`config.mk`:
```
export PLATFORM = sky130hd
export DESIGN_NAME = elevator_scan_ctrl
export DESIGN_NICKNAME = d
export VERILOG_FILES = /design/src/rtl/elevator_scan_ctrl.sv
export SDC_FILE = /design/constraint.sdc
export NUM_CORES = 1
export LEC_CHECK = 0
export ABC_AREA = 1
export CAP_MARGIN = 0
export CORE_MARGIN = 1.5
export CORE_UTILIZATION = 40
export DETAILED_ROUTE_END_ITERATION = 10
export PLACE_DENSITY = 0.64
export SETUP_SLACK_MARGIN = 0.2
export SLEW_MARGIN = 20
export SYNTH_ARGS = -nofsm -noshare
export SYNTH_HDL_FRONTEND = slang
export SYNTH_SLANG_ARGS = --single-unit
```
`constraint.sdc`:
```
create_clock -name clk -period 8 [get_ports clk]
set_clock_uncertainty 0.1 [all_clocks]
set_input_delay 1.6 -clock clk [delete_from_list [all_inputs] [get_ports clk]]
set_output_delay 1.6 -clock clk [all_outputs]
set_load 0.1 [all_outputs]
```
`src/rtl/elevator_scan_ctrl.sv`:
```
`default_nettype none
// ------------------------------------------------------------------------
// elevator_scan_ctrl : single-car SCAN elevator controller, one per shaft
// Rev 1.0
// ------------------------------------------------------------------------
module elevator_scan_ctrl #(
  parameter int FLOORS     = 8,
  parameter int FLOOR_W    = 3,
  parameter int TRAVEL_CYC = 4,
  parameter int DOOR_CYC   = 8
) (
  input  logic               clk,
  input  logic               reset,
  input  logic [FLOORS-1:0]  car_req,
  input  logic [FLOORS-1:0]  hall_up,
  input  logic [FLOORS-1:0]  hall_dn,
  input  logic               door_hold,
  output logic [FLOOR_W-1:0] floor,
  output logic [1:0]         dir,
  output logic               moving,
  output logic               door_open,
  output logic [FLOORS-1:0]  pend_car,
  output logic [FLOORS-1:0]  pend_up,
  output logic [FLOORS-1:0]  pend_dn
);

  localparam logic [1:0] DIR_IDLE = 2'b00;
  localparam logic [1:0] DIR_UP   = 2'b01;
  localparam logic [1:0] DIR_DN   = 2'b10;

  localparam int CNT_MAX = (TRAVEL_CYC > DOOR_CYC) ? TRAVEL_CYC : DOOR_CYC;
  localparam int CNT_W   = (CNT_MAX > 1) ? $clog2(CNT_MAX) : 1;
  localparam logic [CNT_W-1:0]   TRAVEL_INIT = CNT_W'(TRAVEL_CYC - 1);
  localparam logic [CNT_W-1:0]   DOOR_INIT   = CNT_W'(DOOR_CYC - 1);
  localparam logic [FLOOR_W-1:0] TOP_FLOOR   = FLOOR_W'(FLOORS - 1);
  localparam logic [FLOORS-1:0]  UP_MASK     = {1'b0, {(FLOORS-1){1'b1}}};
  localparam logic [FLOORS-1:0]  DN_MASK     = {{(FLOORS-1){1'b1}}, 1'b0};

  typedef enum logic [1:0] {
    S_IDLE = 2'd0,
    S_MOVE = 2'd1,
    S_DOOR = 2'd2
  } state_t;

  state_t             state;
  logic [CNT_W-1:0]   cnt;
  // Request bits cleared when the current door opened; re-presses of these
  // extend the dwell instead of re-latching.
  logic [FLOORS-1:0]  clr_car, clr_up, clr_dn;

  function automatic logic [FLOORS-1:0] onehot(input logic [FLOOR_W-1:0] f);
    logic [FLOORS-1:0] r;
    r = '0;
    for (int i = 0; i < FLOORS; i++)
      if (i == int'(f)) r[i] = 1'b1;
    return r;
  endfunction

  function automatic logic ahead_of(input logic [FLOORS-1:0] req,
                                    input logic [FLOOR_W-1:0] f,
                                    input logic up);
    logic r;
    r = 1'b0;
    for (int i = 0; i < FLOORS; i++)
      if (up ? (i > int'(f)) : (i < int'(f))) r = r | req[i];
    return r;
  endfunction

  logic [FLOORS-1:0]  any_req, here_oh, nf_oh, open_oh;
  logic [FLOORS-1:0]  ent_car, ent_up, ent_dn;
  logic [FLOORS-1:0]  up_in, dn_in, car_set, up_set, dn_set;
  logic [FLOOR_W-1:0] nf;
  logic               here, above, below, going_up, ahead_nf;
  logic               same_nf, opp_nf, at_end, stop_nf;
  logic               idle_open, move_open, in_door, press_reload;
  logic [1:0]         go_dir;

  always_comb begin
    any_req  = pend_car | pend_up | pend_dn;
    here_oh  = onehot(floor);
    here     = |(any_req & here_oh);
    above    = ahead_of(any_req, floor, 1'b1);
    below    = ahead_of(any_req, floor, 1'b0);

    // Arrival decision is made against the floor being entered.
    going_up = (dir == DIR_UP);
    nf       = going_up ? floor + FLOOR_W'(1) : floor - FLOOR_W'(1);
    nf_oh    = onehot(nf);
    ahead_nf = ahead_of(any_req, nf, going_up);
    same_nf  = going_up ? |(pend_up & nf_oh) : |(pend_dn & nf_oh);
    opp_nf   = going_up ? |(pend_dn & nf_oh) : |(pend_up & nf_oh);
    at_end   = going_up ? (nf == TOP_FLOOR) : (nf == '0);
    stop_nf  = |(pend_car & nf_oh) | same_nf | (opp_nf & ~ahead_nf) | at_end;

    idle_open = (state == S_IDLE) && here;
    move_open = (state == S_MOVE) && (cnt == '0) && stop_nf;
    open_oh   = idle_open ? here_oh : nf_oh;
    ent_car   = (idle_open || move_open) ? open_oh : '0;
    ent_up    = (idle_open || (move_open && (going_up || !ahead_nf)))  ? open_oh : '0;
    ent_dn    = (idle_open || (move_open && (!going_up || !ahead_nf))) ? open_oh : '0;

    in_door      = (state == S_DOOR);
    up_in        = hall_up & UP_MASK;
    dn_in        = hall_dn & DN_MASK;
    press_reload = in_door && |((car_req & clr_car) | (up_in & clr_up) | (dn_in & clr_dn));
    car_set      = in_door ? (car_req & ~clr_car) : car_req;
    up_set       = in_door ? (up_in & ~clr_up) : up_in;
    dn_set       = in_door ? (dn_in & ~clr_dn) : dn_in;

    if (dir == DIR_DN)
      go_dir = below ? DIR_DN : (above ? DIR_UP : DIR_IDLE);
    else
      go_dir = above ? DIR_UP : (below ? DIR_DN : DIR_IDLE);
  end

  always_ff @(posedge clk) begin
    if (reset) begin
      state     <= S_IDLE;
      cnt       <= '0;
      floor     <= '0;
      dir       <= DIR_IDLE;
      moving    <= 1'b0;
      door_open <= 1'b0;
      pend_car  <= '0;
      pend_up   <= '0;
      pend_dn   <= '0;
      clr_car   <= '0;
      clr_up    <= '0;
      clr_dn    <= '0;
    end else begin
      pend_car <= (pend_car | car_set) & ~ent_car;
      pend_up  <= (pend_up  | up_set)  & ~ent_up;
      pend_dn  <= (pend_dn  | dn_set)  & ~ent_dn;

      case (state)
        S_IDLE: begin
          if (here) begin
            state     <= S_DOOR;
            door_open <= 1'b1;
            cnt       <= DOOR_INIT;
            clr_car   <= ent_car;
            clr_up    <= ent_up;
            clr_dn    <= ent_dn;
          end else if (above || below) begin
            state  <= S_MOVE;
            moving <= 1'b1;
            dir    <= above ? DIR_UP : DIR_DN;
            cnt    <= TRAVEL_INIT;
          end
        end

        S_MOVE: begin
          if (cnt == '0) begin
            floor <= nf;
            if (stop_nf) begin
              state     <= S_DOOR;
              moving    <= 1'b0;
              door_open <= 1'b1;
              cnt       <= DOOR_INIT;
              clr_car   <= ent_car;
              clr_up    <= ent_up;
              clr_dn    <= ent_dn;
            end else begin
              cnt <= TRAVEL_INIT;
            end
          end else begin
            cnt <= cnt - CNT_W'(1);
          end
        end

        S_DOOR: begin
          if (door_hold || press_reload) begin
            cnt <= DOOR_INIT;
          end else if (cnt != '0) begin
            cnt <= cnt - CNT_W'(1);
          end else begin
            door_open <= 1'b0;
            clr_car   <= '0;
            clr_up    <= '0;
            clr_dn    <= '0;
            dir       <= go_dir;
            if (go_dir != DIR_IDLE) begin
              state  <= S_MOVE;
              moving <= 1'b1;
              cnt    <= TRAVEL_INIT;
            end else begin
              state <= S_IDLE;
            end
          end
        end

        default: begin
          state     <= S_IDLE;
          moving    <= 1'b0;
          door_open <= 1'b0;
          dir       <= DIR_IDLE;
        end
      endcase
    end
  end

endmodule
`default_nettype wire

```
Word level (Yosys, flattened, before mapping)
Cells that the tools add are included.
- register bits after elaboration: 60
- latch bits: 0
- RAM bits: 0
- bits in read-only memories: 0
- input bits: 27
- output and inout bits: 31
- word-level logic and storage cells: 270
- memories kept: 0
- $add $sub $neg: 3
- multipliers: 0
- div/mod/pow operators: 0
- magnitude comparators: 28
- eq/ne operators: 29
- shift operators: 0
- mux-type cells: 112
- bitwise operators: 51
- reductions and logical operators: 35
- operators by type and width (cell ; number):
    8-bit two-way mux ; 18
    8-bit bitwise AND ; 11
    8-bit one-hot mux with 3 select lines ; 3
    1-bit two-way mux ; 63
    8-bit bitwise OR ; 7
    8-bit NOT ; 6
    8-bit OR reduction ; 5
    2-bit two-way mux ; 15
    3-bit equality test (first input constant) ; 8
    3-bit greater-than comparator (first input constant) ; 8
    3-bit two-way mux ; 8
    1-bit bitwise OR ; 22
    3-bit less-than comparator (first input constant) ; 6
    7-bit by 8-bit bitwise AND with 8-bit output ; 2
    5-bit AND reduction ; 3
    2-bit by 3-bit equality test with 1-bit output (first input constant) ; 4
    2-bit by 3-bit greater-than comparator with 1-bit output (first input constant) ; 4
    3-bit logical NOT ; 4
    1-bit by 3-bit less-than comparator with 1-bit output (first input constant) ; 4
    2-bit by 3-bit less-than comparator with 1-bit output (first input constant) ; 4
    2-bit one-hot mux with 3 select lines ; 2
    2-bit != test (second input constant) ; 5
    3-bit one-hot mux with 3 select lines ; 1
    1-bit logical OR ; 7
    other kinds (22) ; 38

Depth between registers and ports, before layout
Gate-level depths: netlist (run 1).
- word-level depth: 30
- depth in mapped cells: 23
- gate-level depth less buffers: 21

Least setup slack after synthesis (run 1)
Ideal clock, no wire load.
- path type: register to register
- from: register floor[0]
- to: register clr_up[1]
- arrival time: 3507 ps
- data required time: 7772 ps
- slack: 4265 ps
- cell stages (with the launch flop): 23
- buffers on the path: 2
- clock period less this slack: 3735 ps
- path through: dfxtp_1 inv_2 buf_2 ha_1 inv_1 nand2_4 nand2_4 nand2_1 nor2_1 nand2_1 nand2_1 nor2_1 nand2_1 nand2_1 nand2_1 nand2_2 nand3_4 nand3_2 buf_6 nand2_1 inv_1 nor2_1 nor2_1
- cells in the longest elaborated chain, start to end: 30
- elaborated cells between the ends (all ways): 105
- those cells by class: add/sub (2); order compare (14); eq/ne (17); mux (42); bitwise (16); reduce/logical (14)
- RTL lines (element ; line ; RTL):
    from (decl) ; 18 ; output logic [FLOOR_W-1:0] floor,
    from (signal assigned) ; 154 ; floor <= nf;
    3-bit by 1-bit subtractor with 3-bit output or 3-bit by 1-bit adder with 3-bit output (tied branches) ; 87 ; nf = going_up ? floor + FLOOR_W'(1) : floor - FLOOR_W'(1);
    3-bit two-way mux ; 87 ;
    1-bit by 3-bit less-than comparator with 1-bit output ; 65 ; if (up ? (i > int'(f)) : (i < int'(f))) r = r | req[i];
    1-bit two-way mux (2 in series) ; 65 ;
    1-bit bitwise OR ; 65 ;
    1-bit two-way mux ; 65 ;
    1-bit bitwise OR ; 65 ;
    1-bit two-way mux ; 65 ;
    (+12 left out) ; n/a ;
    1-bit bitwise OR (2 in series) ; 93 ; stop_nf = |(pend_car & nf_oh) | same_nf | (opp_nf & ~ahead_nf) | at_end;
    1-bit logical AND ; 96 ; move_open = (state == S_MOVE) && (cnt == '0) && stop_nf;
    1-bit logical AND ; 99 ; ent_up = (idle_open || (move_open && (going_up || !ahead_nf))) ? open_oh : '0;
    1-bit logical OR ; 99 ;
    8-bit two-way mux ; 99 ;
    8-bit two-way mux ; 155 ; if (stop_nf) begin
    8-bit two-way mux ; 153 ; if (cnt == '0) begin
    8-bit one-hot mux with 3 select lines ; 135 ; case (state)
    to (signal assigned) ; 142 ; clr_up <= ent_up;
    to (signal assigned) ; 161 ; clr_up <= ent_up;
    to (decl) ; 49 ; logic [FLOORS-1:0] clr_car, clr_up, clr_dn;
Parallel ways exist; a longest one is shown, timed or not. The select of a mux whose other input is x is not followed.
A chain may end at the register's enable or synchronous reset.

Worst setup path in the final report (run 1)
- from: input hall_up[0]
- to: register clr_up[0]
- cells in the longest elaborated chain, start to end: 8
- RTL lines (element ; line ; RTL):
    from (decl) ; 15 ; input logic [FLOORS-1:0] hall_up,
    7-bit by 8-bit bitwise AND with 8-bit output ; 105 ; press_reload = in_door && |((car_req & clr_car) | (up_in & clr_up) | (dn_in & clr_dn));
    8-bit bitwise OR (2 in series) ; 105 ;
    8-bit OR reduction ; 105 ;
    1-bit logical AND ; 105 ;
    1-bit logical OR ; 172 ; if (door_hold || press_reload) begin
    2-bit != test (no source line) ; n/a ;
    6-bit AND reduction (no source line) ; n/a ;
No other way between the ends.

==> results of run 1 <==
placed cells by master (no fill, tap or decap), types with 5 or more instances in the layout:
cell	n
sky130_fd_sc_hd__ha_1	14
sky130_fd_sc_hd__o21ai_0	24
sky130_fd_sc_hd__nor3_1	15
sky130_fd_sc_hd__clkbuf_8	10
sky130_fd_sc_hd__nor2_1	85
sky130_fd_sc_hd__a21boi_0	8
sky130_fd_sc_hd__a21oi_1	52
sky130_fd_sc_hd__dfxtp_1	58
sky130_fd_sc_hd__o21ai_1	5
sky130_fd_sc_hd__nand3_1	57
sky130_fd_sc_hd__nand4_1	8
sky130_fd_sc_hd__nand2_4	7
sky130_fd_sc_hd__clkdlybuf4s50_1	55
sky130_fd_sc_hd__inv_1	57
sky130_fd_sc_hd__nand2_1	166
sky130_fd_sc_hd__inv_2	6
worst max-delay path, delay by kind of cell:
family / cells / cell delay (ps)
and+or+nand+nor: 8 / 1910
buffers and inverters: 2 / 560
AOI/OAI and AO/OA: 3 / 750
routing by layer:
metal	vias up	GRT usage (%)
li1	2106	-
met1	1887	32.2
met2	175	39.7
met3	23	3.38
met4	0	11.5
met5	-	0
registers in the layout (all words and copies together) (netlist names):
register	flops
clr_car	8
pend_car	8
pend_dn	8
pend_up	8
clr_dn	7
clr_up	7
cnt	3
floor	3
dir	2
state	2
door_open	1
moving	1
metrics by stage:
stage                     setup WS [ps]  util (%)
after floorplan                    4270         -
after global routing               3130      50.4
after CTS                          3480      50.4
after global placement             3190      48.3
final                              3330      50.4
after detailed placement           3170      48.3
power groups by stage:
stage,registers [mW],logic [mW],clock network (mW)
finish,0.404,1.17,0.278
global route,0.410,1.27,0.295
CTS,0.402,1.16,0.283
detailed placement,0.408,1.15,0
global placement,0.407,1.15,0
floorplan,0.604,0.716,0
cell type report:
class / count / area share (%)
sequential: 58 / 24.7
tap: 129 / 3.43
multi-input combinational: 477 / 50.6
clock inverter: 5 / 1.17
inverter: 64 / 5.14
timing repair buffer: 57 / 12.0
clock buffer: 10 / 2.93
kinds of logic after synthesis:
| kind of cell | count (synthesis) | synth area share [%] |
|---|---|---|
| AO/OA/AOI/OAI | 102 | 14.7 |
| flip-flops | 58 | 29.8 |
| adder cells (fa/ha/maj) | 14 | 4.50 |
| AND/OR/NAND/NOR | 360 | 41.6 |
| buffers and inverters | 84 | 9.15 |
| multiplexers | 1 | 0.257 |
how the worst min path moves through the flow:
| stage | endpoint | slack (ps) | depth (start not counted) |
|---|---|---|---|
| after detailed placement | door_open | 350 | 2 |
| final | door_open | 350 | 2 |
| after CTS | door_open | 360 | 2 |
| after global placement | door_open | 340 | 2 |
| after floorplan | cnt[1] | 360 | 2 |
| after global routing | door_open | 380 | 2 |
==> impl_metrics.json, run 1 <==
{
  "run_status": "finished, final reports clean",
  "synth.area.top_cells": "sky130_fd_sc_hd__dfxtp_1, sky130_fd_sc_hd__nand2_1, sky130_fd_sc_hd__nor2_1",
  "ctsRootBufferMaster": "sky130_fd_sc_hd__clkbuf_8",
  "rr_endpoint": "clr_up[0]",
  "initial_utilization_pct": 41.8,
  "cts_inserted_buffers": 9,
  "floorplan.die.width_um": 102,
  "io_buffer_count": 55,
  "cts_hold_buf": 0,
  "final-instance-count-excl-fill": 800,
  "max_freq_mhz": 214,
  "n_antenna_cell": 0,
  "timing.rr.start": "floor[0]",
  "timing.setup.critical_path_class": "in -> reg",
  "worstPathRequired_ps": 8170,
  "combPwrFrac_pct": 63.2,
  "synth_area_per_cell_um2": 6.29,
  "worst_hold_path_startpoint": "door_open",
  "dominantRegCellSynth": "sky130_fd_sc_hd__dfxtp_1",
  "part_of_the_yosys_area_used_for_sequential_elements_pct": 29.8,
  "vias": 4191,
  "antenna_violations_before_repair": 0,
  "floorplan.die.height_um": 102,
  "wl_per_cell_um": 15.1,
  "fillerInstances": 975,
  "leakage_nw": 2.13,
  "worst-r2r-setup-slack_ps": 3890,
  "worstSetupStartpointType": "primary input",
  "synth.yosys.warnings": 0,
  "end_kind": "flip-flop",
  "register_area_mm2": 0.00116,
  "yosys-top-cells-count": "sky130_fd_sc_hd__nand2_1, sky130_fd_sc_hd__nor2_1, sky130_fd_sc_hd__dfxtp_1, sky130_fd_sc_hd__inv_1, sky130_fd_sc_hd__nand3_1",
  "rows": 35,
  "path_category_of_the_worst_min_delay_check": "reg -> reg",
  "path_max_fanout": 23,
  "worst_path_largest_cell_delay_ps": 520,
  "dp_cells": 785,
  "clock_insertion_delay_worst_skew_ps": 340,
  "routed-wl-met3_um": 798,
  "rsz0062_at_grt": "no",
  "post-route-drc-count": 0,
  "finalHoldViolCount": 0,
  "mappedNetlistNets": 660,
  "vdd.ir_drop.worst_uv": 257,
  "timing.critical_path.cells": "clkdlybuf4s50_1 > a22o_1 > inv_1 > nand3_1 > nor2_1 > nand2_1 > o21ai_0 > nand3_1 > nor2_1 > nand3_2 > nor2_4 > nand2_1 > a21oi_1",
  "design.core.area_mm2": 0.00933,
  "slew_viol_final": 0,
  "yosysUniqueCellTypes": 37,
  "viasPerCell": 5.24,
  "synthesis_stage_register_bit_count": 58,
  "multi_input_area_mm2": 0.00238,
  "crit_path_start": "hall_up[0]",
  "setup_violations": 0,
  "async_flop_share_pct": 0,
  "synthesis.instances": 619,
  "cts.sinks": 58,
  "initialDrtViolationCount": 340,
  "fin_tns_setup_ps": 0,
  "grt_max_degree": 38,
  "power_mw": 1.85,
  "clkTransAtPathRegs_ps": 70,
  "fp.dieArea_mm2": 0.0103,
  "cp_slowest_cell": "sky130_fd_sc_hd__nand3_2",
  "period_needed_ps": 4670,
  "power.switching_fraction_pct": 57.7,
  "worstSetupEndpoint": "clr_up[0]",
  "transition_time_of_the_tightest_slew_check_pin_ps": 992,
  "internal_power_mw": 0.784,
  "m1WireLength_um": 5440,
  "drt_pass1_iterations": 6,
  "topRoutingLayerUsed": "met4",
  "postCtsSetupRepairBufs": 0,
  "cap_violations": 0,
  "synthToLayoutAreaGrowth_pct": 20.6,
  "fin_crit_sh_pct": 58.3,
  "dp.final_hpwl_um": 8610,
  "routabilityCongestion": 0.922,
  "worst-r2r-cell-count": 15,
  "p_clk_share_pct": 15.0,
  "drive_gt1_share_pct": 7.45,
  "synth-edff-count": 0,
  "ant_nets": 0,
  "placedInstanceArea_mm2": 0.00451,
  "stdcell_area_mm2": 0.00470,
  "clock_tree.buffer_depth": 2,
  "number_of_nets_in_the_finished_design": 708,
  "relSlewSlack_pct": 33.7,
  "cts_tree": "built",
  "io_pins": 58,
  "total_switching_power_mw": 1.07,
  "track_usage_pct": 24.5,
  "p_seq_share_pct": 21.8,
  "via_count_of_the_first_global_routing_pass": 3937,
  "grt_first_pass_wirelength_um": 19400,
  "yosys.area.top_type_share_pct": 29.8,
  "arrival_time_of_data_at_the_critical_path_endpoint_ps": 4840,
  "syn-cell-area_mm2": 0.00390,
  "grt_remaining_overflow": 0,
  "post-synth-top-count-cell": "sky130_fd_sc_hd__nand2_1",
  "htree_num_levels": 3,
  "ctsResizeCount": 0,
  "power_per_cell_area_mw_per_mm2": 395,
  "post-synth-top-area-cell": "sky130_fd_sc_hd__dfxtp_1",
  "routed_wl_um": 12100,
  "fin_worst_hold_slack_ps": 348,
  "dr_wl_met2_um": 5540
}
No activity file was read; power rests on OpenSTA's default activity.
==> run 2: changes to the inputs <==
--- a/config.mk
+++ b/config.mk
@@ -10,7 +10,7 @@
 export CORE_MARGIN = 1.5
 export CORE_UTILIZATION = 40
 export DETAILED_ROUTE_END_ITERATION = 10
-export PLACE_DENSITY = 0.64
+export PLACE_DENSITY = 0.66
 export SETUP_SLACK_MARGIN = 0.2
 export SLEW_MARGIN = 20
 export SYNTH_ARGS = -nofsm -noshare
==> constraint.sdc (replaced) <==
create_clock -name clk -period 3.75 [get_ports clk]
set_clock_uncertainty 0.1 [all_clocks]
set_input_delay 0.75 -clock clk [delete_from_list [all_inputs] [get_ports clk]]
set_output_delay 0.75 -clock clk [all_outputs]
set_load 0.1 [all_outputs]
==> run 2 against run 1 <==
  * Sequential share of layout area down 0.17 points
  * Cell count rose by 1.3%
  * Combinational power is 120% higher
  * Highest routed layer unchanged
==> impl_metrics.json, run 2 (same netlist as run 1, synthesis figures left out) <==
{
  "arrival_time_of_data_at_the_critical_path_endpoint_ps": 3360,
  "timing.critical_path.cells": "inv_1 > ha_1 > inv_1 > nand2_4 > a21oi_2 > nand2_1 > nand3_1 > nand4_1 > nor2_2 > nand2_2 > nand2_2 > nand2_4 > nand2_4 > inv_2 > nor2_2 > nand2_1 > a21oi_1",
  "floorplan.die.height_um": 102,
  "worstPathRequired_ps": 3920,
  "cts.sinks": 58,
  "period_needed_ps": 3180,
  "leakage_nw": 2.17,
  "slew_viol_final": 0,
  "final_common_cell": "sky130_fd_sc_hd__nand2_1",
  "final-instance-count-excl-fill": 810,
  "worstSetupStartpointType": "flip-flop",
  "via_count_of_the_first_global_routing_pass": 4162,
  "synthToLayoutAreaGrowth_pct": 22.0,
  "fillerInstances": 962,
  "path_max_fanout": 13,
  "grt_first_pass_wirelength_um": 20300,
  "cp_slowest_cell": "sky130_fd_sc_hd__dfxtp_2",
  "setup_violations": 0,
  "n_antenna_cell": 0,
  "htree_num_levels": 3,
  "io_pins": 58,
  "number_of_nets_in_the_finished_design": 717,
  "cap_violations": 0,
  "clock_tree.buffer_depth": 2,
  "place_worst_setup_slack_ps": 262,
  "drt_pass1_iterations": 7,
  "final_cell_mix": "sky130_fd_sc_hd__nand2_1, sky130_fd_sc_hd__nor2_1, sky130_fd_sc_hd__inv_1, sky130_fd_sc_hd__nand3_1, sky130_fd_sc_hd__dfxtp_1",
  "cts_hold_buf": 0,
  "crit_path_top_cell_by_count": "sky130_fd_sc_hd__nand2_4",
  "fin_crit_sh_pct": 84.9,
  "cts_inserted_buffers": 9,
  "multi_input_area_mm2": 0.00238,
  "dp.final_hpwl_um": 8840,
  "fin_tns_setup_ps": 0,
  "track_usage_pct": 25.4,
  "routabilityCongestion": 0.935,
  "grt_max_degree": 37,
  "end_kind": "flip-flop",
  "timing.setup.critical_path_class": "reg -> reg",
  "relSlewSlack_pct": 34.2,
  "power_per_cell_area_mw_per_mm2": 849,
  "power_mw": 4.03,
  "timing.final.ws_setup_ps": 567,
  "floorplan.die.width_um": 102,
  "finalHoldViolCount": 0,
  "io_buffer_count": 55,
  "routed_wl_um": 12200,
  "ant_nets": 0,
  "vias": 4249,
  "vdd.ir_drop.worst_uv": 507,
  "register_area_mm2": 0.00117,
  "grt_remaining_overflow": 0,
  "rows": 35,
  "run_status": "finished, final reports clean",
  "ctsRootBufferMaster": "sky130_fd_sc_hd__clkbuf_8",
  "dp_cells": 792,
  "rsz0062_at_grt": "no",
  "fp.dieArea_mm2": 0.0103,
  "max_freq_mhz": 314,
  "worst_path_largest_cell_delay_ps": 440,
  "initial_utilization_pct": 41.8,
  "clock_insertion_delay_worst_skew_ps": 350,
  "initialDrtViolationCount": 333,
  "clkTransAtPathRegs_ps": 70,
  "cts_tree": "built",
  "wl_per_cell_um": 15.1,
  "viasPerCell": 5.25,
  "path_category_of_the_worst_min_delay_check": "reg -> reg",
  "drive_gt1_share_pct": 9.54,
  "antenna_violations_before_repair": 0,
  "post-route-drc-count": 0,
  "design.core.area_mm2": 0.00933,
  "transition_time_of_the_tightest_slew_check_pin_ps": 983
}
-- run 2: cell types whose count changed in the layout (fill, tap and decap cells not counted) --
cell                              change
sky130_fd_sc_hd__buf_4               +12
sky130_fd_sc_hd__clkdlybuf4s50_1      -3
sky130_fd_sc_hd__clkinv_4             +2
sky130_fd_sc_hd__dfxtp_1              -2
sky130_fd_sc_hd__bufinv_16            -1
sky130_fd_sc_hd__dfxtp_2              +1
sky130_fd_sc_hd__dfxtp_4              +1
-- run 2: per-layer routing --
layer / wire length (um) / vias to the layer above / global-route usage, %
li1: - / 2131 / -
met1: 5670 / 1941 / 34.6
met2: 5560 / 148 / 40.6
met3: 671 / 29 / 3.38
met4: 297 / 0 / 10.3
met5: 0 / - / 0
-- run 2: area by class of cell --
cell class                 count  share of cell area [%]
timing repair buffer          66                    13.2
tap                          129                    3.40
clock buffer                  10                    2.90
inverter                      64                    5.08
multi-input combinational    477                    50.0
sequential                    58                    24.5
clock inverter                 6                   0.895
-- run 2: timing repair --
action	in CTS	in global routing
setup endpoints to repair	0	17
resized for setup	0	2
buffers inserted	0	2
-- run 2: final timing paths --
| kind | startpoint | to | slack, ps | cells after the start |
|---|---|---|---|---|
| max | floor[1] | clr_car[7] | 570 | 17 |
| min | door_open | door_open | 350 | 2 |
| max reg2reg | floor[1] | clr_car[7] | 570 | 17 |
| min reg2reg | door_open | door_open | 350 | 2 |
-- run 2: power breakdown --
part / internal (mW) / switching (mW)
logic: 0.718 / 1.92
clock network: 0.257 / 0.288
registers: 0.731 / 0.124
-- run 2: through the flow --
stage / util [%] / hold slack (ps) / cell area, um^2
after floorplan: - / 356 / 3900
final: 51.0 / 350 / 4750
after CTS: 50.8 / 355 / 4730
after global placement: 48.8 / 339 / 4550
after detailed placement: 48.8 / 347 / 4550
after global routing: 51.0 / 393 / 4750
-- run 2: worst max-delay path, delay by kind of cell (launching register included) --
kind | cells | cell delay, ps
flops | 1 | 440
compound gates | 2 | 400
fa+ha+maj | 1 | 350
buf+inv | 3 | 400
simple gates | 11 | 1420
==> run 3: changes to the inputs <==
--- a/config.mk
+++ b/config.mk
@@ -10,7 +10,7 @@
 export CORE_MARGIN = 1.5
 export CORE_UTILIZATION = 40
 export DETAILED_ROUTE_END_ITERATION = 10
-export PLACE_DENSITY = 0.66
+export PLACE_DENSITY = 0.64
 export SETUP_SLACK_MARGIN = 0.2
 export SLEW_MARGIN = 20
 export SYNTH_ARGS = -nofsm -noshare
==> constraint.sdc (replaced) <==
create_clock -name clk -period 3 [get_ports clk]
set_clock_uncertainty 0.1 [all_clocks]
set_input_delay 0.6 -clock clk [delete_from_list [all_inputs] [get_ports clk]]
set_output_delay 0.6 -clock clk [all_outputs]
set_load 0.1 [all_outputs]
==> run 3 against run 2 <==
  * Setup slack worse by 490 ps
  * Routed wire length is 12% higher
  * Largest power group unchanged
  * Core utilization increased by 8.6 points
  * Global-route usage rose by 1.2 points
  * Cell area increased by 17%
  * Register-to-register slack got worse by 490 ps
  * Via count is 4.7% higher
  * Non-clock buffer count is 29 higher
  * Critical path depth up 3
  * Sequential share of layout area down 3.4 points
==> impl_metrics.json, run 3 (same netlist as run 1, synthesis figures left out) <==
{
  "cts_tree": "built",
  "cts.sinks": 58,
  "vdd.ir_drop.worst_uv": 519,
  "design.core.area_mm2": 0.00933,
  "placedInstanceArea_mm2": 0.00466,
  "fin_crit_sh_pct": 97.5,
  "run_status": "finished, final reports clean",
  "initialDrtViolationCount": 334,
  "whs_endpoint": "door_open",
  "rr_endpoint": "clr_car[4]",
  "routed_wl_um": 13600,
  "timing.final.ws_setup_ps": 74.5,
  "clock_tree.buffer_depth": 2,
  "ctsRootBufferMaster": "sky130_fd_sc_hd__clkbuf_8",
  "drt_pass1_iterations": 5,
  "hold_path_depth": 2,
  "track_usage_pct": 26.6,
  "fp.dieArea_mm2": 0.0103,
  "n_antenna_cell": 0,
  "clock_insertion_delay_worst_skew_ps": 340,
  "via_count_of_the_first_global_routing_pass": 4188,
  "max_freq_mhz": 342,
  "cts_inserted_buffers": 9,
  "dp_cells": 802,
  "wl_per_cell_um": 16.2,
  "routabilityCongestion": 0.931,
  "rows": 35,
  "finalHoldViolCount": 0,
  "initial_utilization_pct": 41.8,
  "floorplan.die.height_um": 102,
  "final_common_cell": "sky130_fd_sc_hd__nand2_1",
  "path_max_fanout": 5,
  "worstSetupStartpointType": "flip-flop",
  "worst_hold_path_startpoint": "door_open",
  "slew_viol_final": 0,
  "htree_num_levels": 3,
  "path_category_of_the_worst_min_delay_check": "reg -> reg",
  "place_worst_setup_slack_ps": -290,
  "final-instance-count-excl-fill": 840,
  "setup_violations": 0,
  "end_kind": "flip-flop",
  "timing.setup.critical_path_class": "reg -> reg",
  "synthToLayoutAreaGrowth_pct": 42.5,
  "grt_remaining_overflow": 0,
  "cts_hold_buf": 0,
  "timing.rr.start": "floor[0]",
  "grt_first_pass_wirelength_um": 21100,
  "io_buffer_count": 55,
  "power_mw": 6.64,
  "cap_violations": 0,
  "relSlewSlack_pct": 41.7,
  "final_cell_mix": "sky130_fd_sc_hd__nand2_1, sky130_fd_sc_hd__nor2_1, sky130_fd_sc_hd__buf_4",
  "dp.final_hpwl_um": 9180,
  "viasPerCell": 5.30,
  "ant_nets": 0,
  "clkTransAtPathRegs_ps": 80,
  "io_pins": 58,
  "rsz0062_at_grt": "yes",
  "vias": 4450,
  "post-route-drc-count": 0,
  "power_per_cell_area_mw_per_mm2": 1200,
  "grt_max_degree": 37,
  "number_of_nets_in_the_finished_design": 747,
  "stdcell_area_mm2": 0.00555,
  "drive_gt1_share_pct": 29.5,
  "period_needed_ps": 2930,
  "transition_time_of_the_tightest_slew_check_pin_ps": 873,
  "postLayoutCoreUtil_pct": 59.5,
  "arrival_time_of_data_at_the_critical_path_endpoint_ps": 3100,
  "worst-r2r-setup-slack_ps": 70,
  "worst-r2r-cell-count": 20,
  "floorplan.die.width_um": 102,
  "worstPathRequired_ps": 3170,
  "antenna_violations_before_repair": 0,
  "leakage_nw": 2.58
}
## run 3: area by class of cell
class | instances | area [um^2]
clock buffer | 9 | 124
clock inverter | 7 | 115
fill | 930 | 3780
inverter | 64 | 268
multi-input combinational | 478 | 2820
sequential | 58 | 1170
tap | 129 | 161
timing repair buffer | 95 | 888
## run 3: worst max-delay path by stage
stage	startpoint	endpoint	slack (ps)	cells after the start
floorplan	floor[0]	clr_dn[1]	200	21
CTS	floor[0]	clr_dn[4]	200	19
detailed placement	car_req[3]	clr_dn[7]	-290	13
global route	floor[0]	clr_car[4]	-70	20
finish	floor[0]	clr_car[4]	70	20
global placement	car_req[3]	clr_car[0]	-210	13
## run 3: what timing repair did
action                                  4_1_cts  5_1_grt
cloned                                        2        3
buffers inserted                              9        8
pin swaps                                    10       45
resized for setup                            20      115
endpoints found under the setup margin       27       53
## run 3: per-layer routing
layer / up-vias / share of wire, % / global-route usage [%]
li1: 2186 / - / -
met1: 2085 / 44 / 35.8
met2: 159 / 48 / 42.9
met3: 20 / 6.2 / 4.83
met4: 0 / 1.6 / 8.65
met5: - / 0 / 0
## run 3: critical path, cell delays in order, from the launching register on
cell,delay (ps)
sky130_fd_sc_hd__dfxtp_4,410
sky130_fd_sc_hd__clkinv_8,70
sky130_fd_sc_hd__ha_4,300
sky130_fd_sc_hd__nand3_4,150
sky130_fd_sc_hd__buf_6,160
sky130_fd_sc_hd__a21oi_4,240
sky130_fd_sc_hd__nand3_2,80
sky130_fd_sc_hd__nand2_1,80
sky130_fd_sc_hd__nor2_1,50
sky130_fd_sc_hd__nand2_1,80
sky130_fd_sc_hd__nand2_1,70
sky130_fd_sc_hd__nand2_2,100
sky130_fd_sc_hd__nor2_4,40
sky130_fd_sc_hd__buf_6,110
sky130_fd_sc_hd__nand3_4,60
sky130_fd_sc_hd__buf_6,100
sky130_fd_sc_hd__nand3_4,130
sky130_fd_sc_hd__nor2_4,180
sky130_fd_sc_hd__buf_6,160
sky130_fd_sc_hd__nand2_2,60
sky130_fd_sc_hd__a21oi_2,120
## run 3: through the flow
stage	hold WS, ps	setup TNS (ps)
after floorplan	356	0
after global placement	337	-3810
after detailed placement	339	-4720
after CTS	351	0
after global routing	390	-760
final	346	0
## run 3: power by group
| part | switching [mW] | internal [mW] | leakage (nW) |
|---|---|---|---|
| Combinational | 3.08 | 1.58 | 1.98 |
| Sequential | 0.156 | 0.917 | 0.480 |
| Clock | 0.350 | 0.552 | 0.124 |
